--- src/rtl/div_float_sequencer.sv ---
// IEEE-754 single-precision divider: out = a / b via an external reciprocal core plus an RNE multiply.
// Special operands are resolved locally without ever starting the core.
module div_float_sequencer #(
    parameter int unsigned TIMEOUT_CYCLES = 255
) (
    input  logic        clk,
    input  logic        rst,
    input  logic        start,
    input  logic [31:0] a,
    input  logic [31:0] b,
    output logic [31:0] out,
    output logic        done,
    output logic        zero_flag,
    output logic        err,
    output logic        busy,
    output logic        rcp_start,
    output logic [31:0] rcp_x,
    input  logic [31:0] rcp_out,
    input  logic        rcp_done,
    input  logic        rcp_zero
);
    localparam int unsigned W  = 32;
    localparam int unsigned MW = 24;
    localparam int unsigned PW = 2 * MW;
    localparam int unsigned EW = 10;
    localparam int unsigned CW = 16;
    localparam logic [W-1:0]  QNAN     = 32'h7FC0_0000;
    localparam logic [W-2:0]  INF_MAG  = 31'h7F80_0000;
    localparam logic [CW-1:0] TMO_LAST = CW'(TIMEOUT_CYCLES - 1);

    typedef enum logic [2:0] {
        IDLE, CLASSIFY, RCP_REQ, RCP_WAIT, MUL, NORM, DONE
    } state_t;

    state_t state, state_nxt;

    logic [W-1:0]         a_q, b_q, r_q;
    logic [PW-1:0]        prod_q;
    logic signed [EW-1:0] e_q;
    logic [CW-1:0]        cnt_q;

    logic [W-1:0] out_nxt, rcp_x_nxt;
    logic         zero_nxt, err_nxt;

    function automatic logic [W-1:0] ftz(input logic [W-1:0] x);
        ftz = (x[30:23] == 8'd0) ? {x[31], 31'd0} : x;
    endfunction

    // Operand classification on the latched (already flushed) operands
    logic [7:0]  ea, eb;
    logic [22:0] ma, mb;
    logic        a_nan, b_nan, a_inf, b_inf, a_zero, b_zero, sgn;
    assign ea     = a_q[30:23];
    assign eb     = b_q[30:23];
    assign ma     = a_q[22:0];
    assign mb     = b_q[22:0];
    assign a_nan  = (ea == 8'hFF) && (ma != 23'd0);
    assign b_nan  = (eb == 8'hFF) && (mb != 23'd0);
    assign a_inf  = (ea == 8'hFF) && (ma == 23'd0);
    assign b_inf  = (eb == 8'hFF) && (mb == 23'd0);
    assign a_zero = (ea == 8'd0);
    assign b_zero = (eb == 8'd0);
    assign sgn    = a_q[31] ^ b_q[31];

    logic         special;
    logic [W-1:0] spec_out;
    logic         spec_zero;

    always_comb begin
        special   = 1'b1;
        spec_out  = QNAN;
        spec_zero = 1'b0;
        if (a_nan || b_nan || (a_zero && b_zero) || (a_inf && b_inf)) begin
            spec_out = QNAN;
        end else if (b_zero) begin
            spec_out  = {sgn, INF_MAG};
            spec_zero = 1'b1;
        end else if (a_inf) begin
            spec_out = {sgn, INF_MAG};
        end else if (b_inf || a_zero) begin
            spec_out = {sgn, 31'd0};
        end else begin
            special = 1'b0;
        end
    end

    // Normalise, round to nearest even, then clamp to inf or zero
    logic signed [EW-1:0] e_n;
    logic [22:0]          mant;
    logic                 grd, stk;
    logic [MW-1:0]        mant_r;
    logic [W-1:0]         norm_out;
    logic                 s_n;

    always_comb begin
        s_n = sgn ^ r_q[31];
        if (prod_q[PW-1]) begin
            mant = prod_q[46:24];
            grd  = prod_q[23];
            stk  = |prod_q[22:0];
            e_n  = e_q + 10'sd1;
        end else begin
            mant = prod_q[45:23];
            grd  = prod_q[22];
            stk  = |prod_q[21:0];
            e_n  = e_q;
        end
        mant_r = {1'b0, mant} + MW'(grd & (stk | mant[0]));
        if (mant_r[MW-1]) begin
            e_n = e_n + 10'sd1;
        end
        if (e_n >= 10'sd255) begin
            norm_out = {s_n, INF_MAG};
        end else if (e_n <= 10'sd0) begin
            norm_out = {s_n, 31'd0};
        end else begin
            norm_out = {s_n, e_n[7:0], mant_r[22:0]};
        end
    end

    logic timeout_hit;
    assign timeout_hit = (cnt_q == TMO_LAST);

    // State register
    always_ff @(posedge clk) begin
        if (rst) begin
            state <= IDLE;
        end else begin
            state <= state_nxt;
        end
    end

    // Next-state logic
    always_comb begin
        state_nxt = state;
        unique case (state)
            IDLE:     if (start) state_nxt = CLASSIFY;
            CLASSIFY: state_nxt = special ? DONE : RCP_REQ;
            RCP_REQ:  state_nxt = RCP_WAIT;
            RCP_WAIT: begin
                if (rcp_done) begin
                    state_nxt = MUL;
                end else if (timeout_hit) begin
                    state_nxt = DONE;
                end
            end
            MUL:      state_nxt = NORM;
            NORM:     state_nxt = DONE;
            DONE:     state_nxt = IDLE;
            default:  state_nxt = IDLE;
        endcase
    end

    // Output logic: next values for the registered result and core operand
    always_comb begin
        out_nxt   = out;
        zero_nxt  = zero_flag;
        err_nxt   = err;
        rcp_x_nxt = rcp_x;
        unique case (state)
            IDLE: begin
                if (start) begin
                    out_nxt  = '0;
                    zero_nxt = 1'b0;
                    err_nxt  = 1'b0;
                end
            end
            CLASSIFY: begin
                if (special) begin
                    out_nxt  = spec_out;
                    zero_nxt = spec_zero;
                end else begin
                    rcp_x_nxt = {1'b0, b_q[30:0]};
                end
            end
            RCP_WAIT: begin
                if (rcp_done) begin
                    zero_nxt = zero_flag | rcp_zero;
                end else if (timeout_hit) begin
                    out_nxt = QNAN;
                    err_nxt = 1'b1;
                end
            end
            NORM:    out_nxt = norm_out;
            default: ;
        endcase
    end

    always_ff @(posedge clk) begin
        if (rst) begin
            out       <= '0;
            done      <= 1'b0;
            zero_flag <= 1'b0;
            err       <= 1'b0;
            busy      <= 1'b0;
            rcp_start <= 1'b0;
            rcp_x     <= '0;
        end else begin
            out       <= out_nxt;
            done      <= (state_nxt == DONE);
            zero_flag <= zero_nxt;
            err       <= err_nxt;
            busy      <= (state_nxt != IDLE);
            rcp_start <= (state_nxt == RCP_REQ);
            rcp_x     <= rcp_x_nxt;
        end
    end

    // Operand, reciprocal and multiplier datapath
    always_ff @(posedge clk) begin
        if (rst) begin
            a_q    <= '0;
            b_q    <= '0;
            r_q    <= '0;
            prod_q <= '0;
            e_q    <= '0;
            cnt_q  <= '0;
        end else begin
            if (state == IDLE && start) begin
                a_q <= ftz(a);
                b_q <= ftz(b);
            end
            if (state == RCP_REQ) begin
                cnt_q <= '0;
            end else if (state == RCP_WAIT) begin
                cnt_q <= cnt_q + CW'(1);
            end
            if (state == RCP_WAIT && rcp_done) begin
                r_q <= rcp_out;
            end
            if (state == MUL) begin
                prod_q <= PW'({1'b1, a_q[22:0]}) * PW'({1'b1, r_q[22:0]});
                e_q    <= $signed({2'b00, a_q[30:23]}) + $signed({2'b00, r_q[30:23]}) - 10'sd127;
            end
        end
    end

endmodule

--- config.mk ---
export PLATFORM = sky130hd
export DESIGN_NAME = div_float_sequencer
export DESIGN_NICKNAME = d
export VERILOG_FILES = /design/src/rtl/div_float_sequencer.sv
export SDC_FILE = /design/constraint.sdc
export NUM_CORES = 2
export LEC_CHECK = 0
export BUFFER_PORTS_ARGS = -buffer_cell sky130_fd_sc_hd__buf_4
export CAP_MARGIN = 20
export CORE_MARGIN = 8
export CORE_UTILIZATION = 64
export CTS_CLUSTER_DIAMETER = 50
export DETAILED_ROUTE_END_ITERATION = 10
export PLACE_DENSITY = 0.83
export SYNTH_ARGS = -nofsm -noshare
export SYNTH_HDL_FRONTEND = slang
export SYNTH_SLANG_ARGS = --single-unit
--- constraint.sdc ---
create_clock -name clk -period 7.6 [get_ports clk]
set_clock_uncertainty 0.05 [all_clocks]
set_input_delay 0.38 -clock clk [delete_from_list [all_inputs] [get_ports clk]]
set_output_delay 0.38 -clock clk [all_outputs]
set_load 0.005 [all_outputs]
== Yosys cells after proc, flatten, opt, wreduce, memory -nomap -nowiden ==
Cells that the tools add are included.

* Logic and storage cells: 112
* Bits in registers: 241
* Output and inout port bits: 69

* Multiply operators: 1
* Add/subtract/negate cells: 6
* Eq/ne operators: 15
* Reduce and logical (&&, ||, !) cells: 32
* $lt $le $gt $ge: 2
* Bitwise gates (word level): 6
* Multiplexer cells: 36

{| class="wikitable"
|+ Operator list
! cell !! count
|-
| 32-bit two-way mux || 8
|-
| 32-bit case mux with 4 select lines || 1
|-
| 31-bit two-way mux || 4
|-
| 24-bit by 24-bit multiplier with 48-bit output || 1
|-
| 23-bit logical NOT || 2
|-
| 23-bit nonzero test || 2
|-
| 8-bit logical NOT || 4
|-
| 23-bit by 1-bit adder with 24-bit output || 1
|-
| 23-bit two-way mux || 1
|-
| 23-bit OR reduction || 1
|-
| 22-bit OR reduction || 1
|-
| 10-bit by 2-bit adder with 10-bit output, second input constant || 2
|-
| 10-bit two-way mux || 2
|-
| 3-bit case mux with 6 select lines || 1
|-
| 16-bit by 1-bit adder with 16-bit output, second input constant || 1
|-
| 16-bit by 8-bit == test with 1-bit output, second input constant || 1
|-
| 8-bit == test, second input constant || 2
|-
| 1-bit two-way mux || 13
|-
| 3-bit two-way mux || 4
|-
| 10-bit by 9-bit >= comparator with 1-bit output, second input constant || 1
|-
| 10-bit by 1-bit <= comparator with 1-bit output, second input constant || 1
|-
| 2-bit != test, second input constant || 5
|-
| 9-bit by 7-bit subtractor with 10-bit output, second input constant || 1
|-
| 8-bit by 8-bit adder with 9-bit output || 1
|-
| other kinds (19) || 37
|}

== Depth between registers and ports, before layout ==
* Word-level depth: 10
* Gate-level depth with buffers: 26

== Worst setup path after synthesis ==
Ideal clock, no wire load.

* Path type: flip-flop to flip-flop
* From: register a_q[21]
* To: register prod_q[45]
* Setup time: 0.062 ns
* Cell stages (with the launch flop): 25
* Setup slack: 0.762 ns
* Path buffers: 2
* Data required time: 7.488 ns
* Arrival time: 6.726 ns
* Path through: dfxtp_1 clkbuf_1 nand2_1 fa_1 inv_1 fa_1 inv_1 fa_1 fa_1 inv_1 fa_1 fa_1 inv_1 fa_1 inv_1 ha_1 clkbuf_1 a21o_1 a31oi_1 o221ai_1 or4_1 a21oi_1 nor4b_1 or4_1 nand3_1

* Word-level cells in the longest chain between the ends: 1

{| class="wikitable"
|+ Ends and longest elaborated chain
! item !! RTL line !! text
|-
| start: declaration || 37 || <nowiki>logic [W-1:0] a_q, b_q, r_q;</nowiki>
|-
| start signal: assignment || 220 || <nowiki>a_q <= ftz(a);</nowiki>
|-
| 24-bit by 24-bit multiplier with 48-bit output || 232 || <nowiki>prod_q <= PW'({1'b1, a_q[22:0]}) * PW'({1'b1, r_q[22:0]});</nowiki>
|-
| end signal: assignment || 232 ||
|-
| end: declaration || 38 || <nowiki>logic [PW-1:0] prod_q;</nowiki>
|}

No other way between the ends.
A chain may end at the register's enable or synchronous reset.

== Worst setup path after layout ==
* From: register a_q[21]
* To: register prod_q[47]

Same word-level chain as after synthesis.

==> reports/metrics.csv <==
metric,value,unit
status,"finished, final reports clean",
maximum buffer depth of the clock tree,3,
max-slew violations,0,
most frequent cells in the layout,"614 x inv_1, 568 x nand2_1, 483 x fa_1, 261 x buf_4, 253 x and2_1",
P&R area growth vs syn,11.8,%
post-synthesis mux area share,0.505,%
first-pass detailed-route iteration total,6,
clock buffer count from CTS,36,
Post-Synth Simple-Gate Area,19.5,%
WP data required,7.96,ns
Synth area leader,fa_1,
worst min-delay path category,in2reg,
DIE WIDTH,232,um
port bufs,168,
Mapped Avg Cell Area,8.46,sq um
GP Congestion,0.959,
Chip Height,232,um
synthesized-area fraction occupied by adder cells,40.3,%
flop and latch count out of synthesis,241,
Post-CTS Setup Inserts,0,
placed cell area,31900,sq um
Ports,170,
gr usage total,32.9,%
CP arrival,7.69,ns
DIE AREA,54000,sq um
Post-synth EDFFs,0,
clk slew on worst S/H paths,0.06,ns
Area contributors post-synth,"fa_1 32%, dfxtp_1 16%, ha_1 8.1%",
crit path launch type,flip-flop,
P per Cell Area,156,nW/um^2
final antenna-violating net count,0,
Peak VDD IR,199,uV
vias in the first global route,27200,
WL per Instance,20.2,um
critical path cell sequence,buf_4 -> nand2_1 -> fa_1 -> inv_1 -> fa_1 -> inv_1 -> fa_1 -> fa_1 -> fa_1 -> inv_1 -> fa_1 -> ha_1 -> ha_1 -> a21o_1 -> a31oi_1 -> o21ai_0 -> a31oi_1 -> o211ai_1 -> a21oi_1 -> a211oi_1 -> a2111oi_0,
gr ovfl total,0,
global-route wire length before repair,141000,um
Post-Synth XOR/XNOR Area,2.26,%
"most used cell, CP",fa_1,
min cycle time layout,7.33,ns
sequential area share after synthesis,16.1,%
final wirelength,87000,um
Crit Path Category,reg2reg,
initial antenna violation count,0,
largest net degree at the start of global routing,120,
Setup TNS,0,ns
H-tree Lvls,2,
Mapped Cells,3540,
slew margin rel.,31.0,%
measured slew at the worst slew-check pin,1.01,ns
Yosys Warn Count,0,
worst-path fanout max,18,
Max Cap Viol,0,
HPWL Detailed,66800,um
"commonest non-fill, non-tap cell in the layout",inv_1,
Core Box Area,46400,sq um
via count,25600,
largest family of logic cells by synthesized area,adder cells,
share of post-route cells with drive strength above 1,10.7,%
row count,79,
CP max stage delay,0.61,ns
Netlist cell types,96,
Leak,15.7,nW
vias per cell,5.94,
Diodes inserted,0,
RSZ-0062 raised after global routing,no,
fmax,136,MHz
Async SR Flop Fraction,0,%
Tcrit/Tclk final,96.5,%
Final Hold Fails,0,
Main synth FF type,dfxtp_1,
Nets,4449,
Clock Latency Late Sink,0.56,ns
fillers,3352,
Yosys top cell area share,32.3,%
synthesized cell area,30000,sq um
clk sinks,241,
clock root buffer,clkbuf_16,
Setup crit end kind,flip-flop,
compound-cell area share of the yosys netlist,10.8,%
synthesized net count,4317,
final setup vio count,0,
DRC viols,0,
Initial Util,64.6,%
clock tree from TritonCTS,built,
final instance area,33500,sq um
"slowest stage cell, crit path",dfxtp_1,
1st-iter DRT viols,2284,
path summary, 6_finish.rpt:
| check | startpoint | end | slack (ns) | cells past startpoint |
|---|---|---|---|---|
| max | a_q[21] | prod_q[47] | 0.27 | 21 |
| min | a[29] | a_q[29] | 0.01 | 3 |
| max reg2reg | a_q[21] | prod_q[47] | 0.27 | 21 |
| min reg2reg | out[28] | out[28] | 0.40 | 2 |
cell families (layout without fill, tap and decap cells):
group | count (synthesis) | in the layout
simple gates | 1222 | 1222
buf+inv | 813 | 971
fa+ha+maj | 676 | 676
compound gates | 498 | 498
flops | 241 | 241
xor+xnor | 75 | 75
mux | 14 | 14
other cells | 1 | 1
report_power, final:
group	switching [W]	total (W)	internal (W)	leakage [nW]
sequential	0.000265	0.00167	0.00140	1.96
clock	0.000666	0.00176	0.00110	0.618
combinational	0.00117	0.00181	0.000641	13.1
synth_stat cells, drive strengths merged (12+ instances only):
library cell and instances:
inv 614, nand2 569, fa 483, and2 258
dfxtp 241, a21oi 196, ha 193, clkbuf 169
nor2 166, o21ai 66, nand3 55, a22oi 48
xnor2 42, nor4 33, xor2 32, nor3 31
nand4 28, buf 24, a21o 22, a22o 19
a211oi 18, a31oi 17, and3 15, or3 14
o211ai 12
flip-flops by register name, indices dropped and copies added, names as in the netlist:
signal     count
rcp_start      1
a_q           32
e_q           10
cnt_q         16
b_q           32
zero_flag      1
state          3
r_q           32
err            1
busy           1
prod_q        48
out           32
rcp_x         31
done           1
metrics by stage:
stage / total power (W) / cells / setup WS (ns) / util (%) / hold WS (ns)
finish: 0.00524 / 4305 / 0.270 / 72.2 / 0.0140
global route: 0.00547 / 4305 / 0.00170 / 72.2 / 0.0164
CTS: 0.00518 / 4302 / 0.320 / 72.1 / 0.00277
detailed placement: 0.00340 / 4213 / 0.365 / 68.8 / 0.389
global placement: 0.00335 / 4213 / 0.511 / 68.8 / 0.379
floorplan: 0.00274 / 3540 / 0.762 / - / 0.382
metal layers:
layer | global-route usage, % | routed length (um) | up-vias
li1 | - | - | 11400
met5 | 0 | 0 | -
met3 | 7.32 | 8540 | 352
met2 | 53.9 | 41000 | 1409
met1 | 40.6 | 32400 | 12400
met4 | 16.8 | 4970 | 0
what timing repair did:
action | in CTS | in global routing
endpoints found under the hold margin | 25 | 0
endpoints found under the setup margin | 0 | 8
resized for setup | 0 | 20
hold buffers | 25 | 0
layout make-up:
class                           instances  area [sq um]  area share (%)
Sequential cell                       241          4850            14.5
Timing Repair Buffer                  289          2250            6.71
Multi-Input combinational cell       2486         22000            65.8
Clock buffer                           47          1010            3.03
Clock inverter                         17           260           0.777
Inverter                              618          2320            6.93
Tap cell                              607           759            2.27
critical path, delay by kind of cell, from the launching register on:
kind	cells	cell delay [ns]
and+or+nand+nor	1	0.12
DFF	1	0.61
buffers and inverters	4	0.52
AOI/OAI and AO/OA	8	2.08
adders and majority gates	8	3.80
No activity file was read; power rests on OpenSTA's default activity.
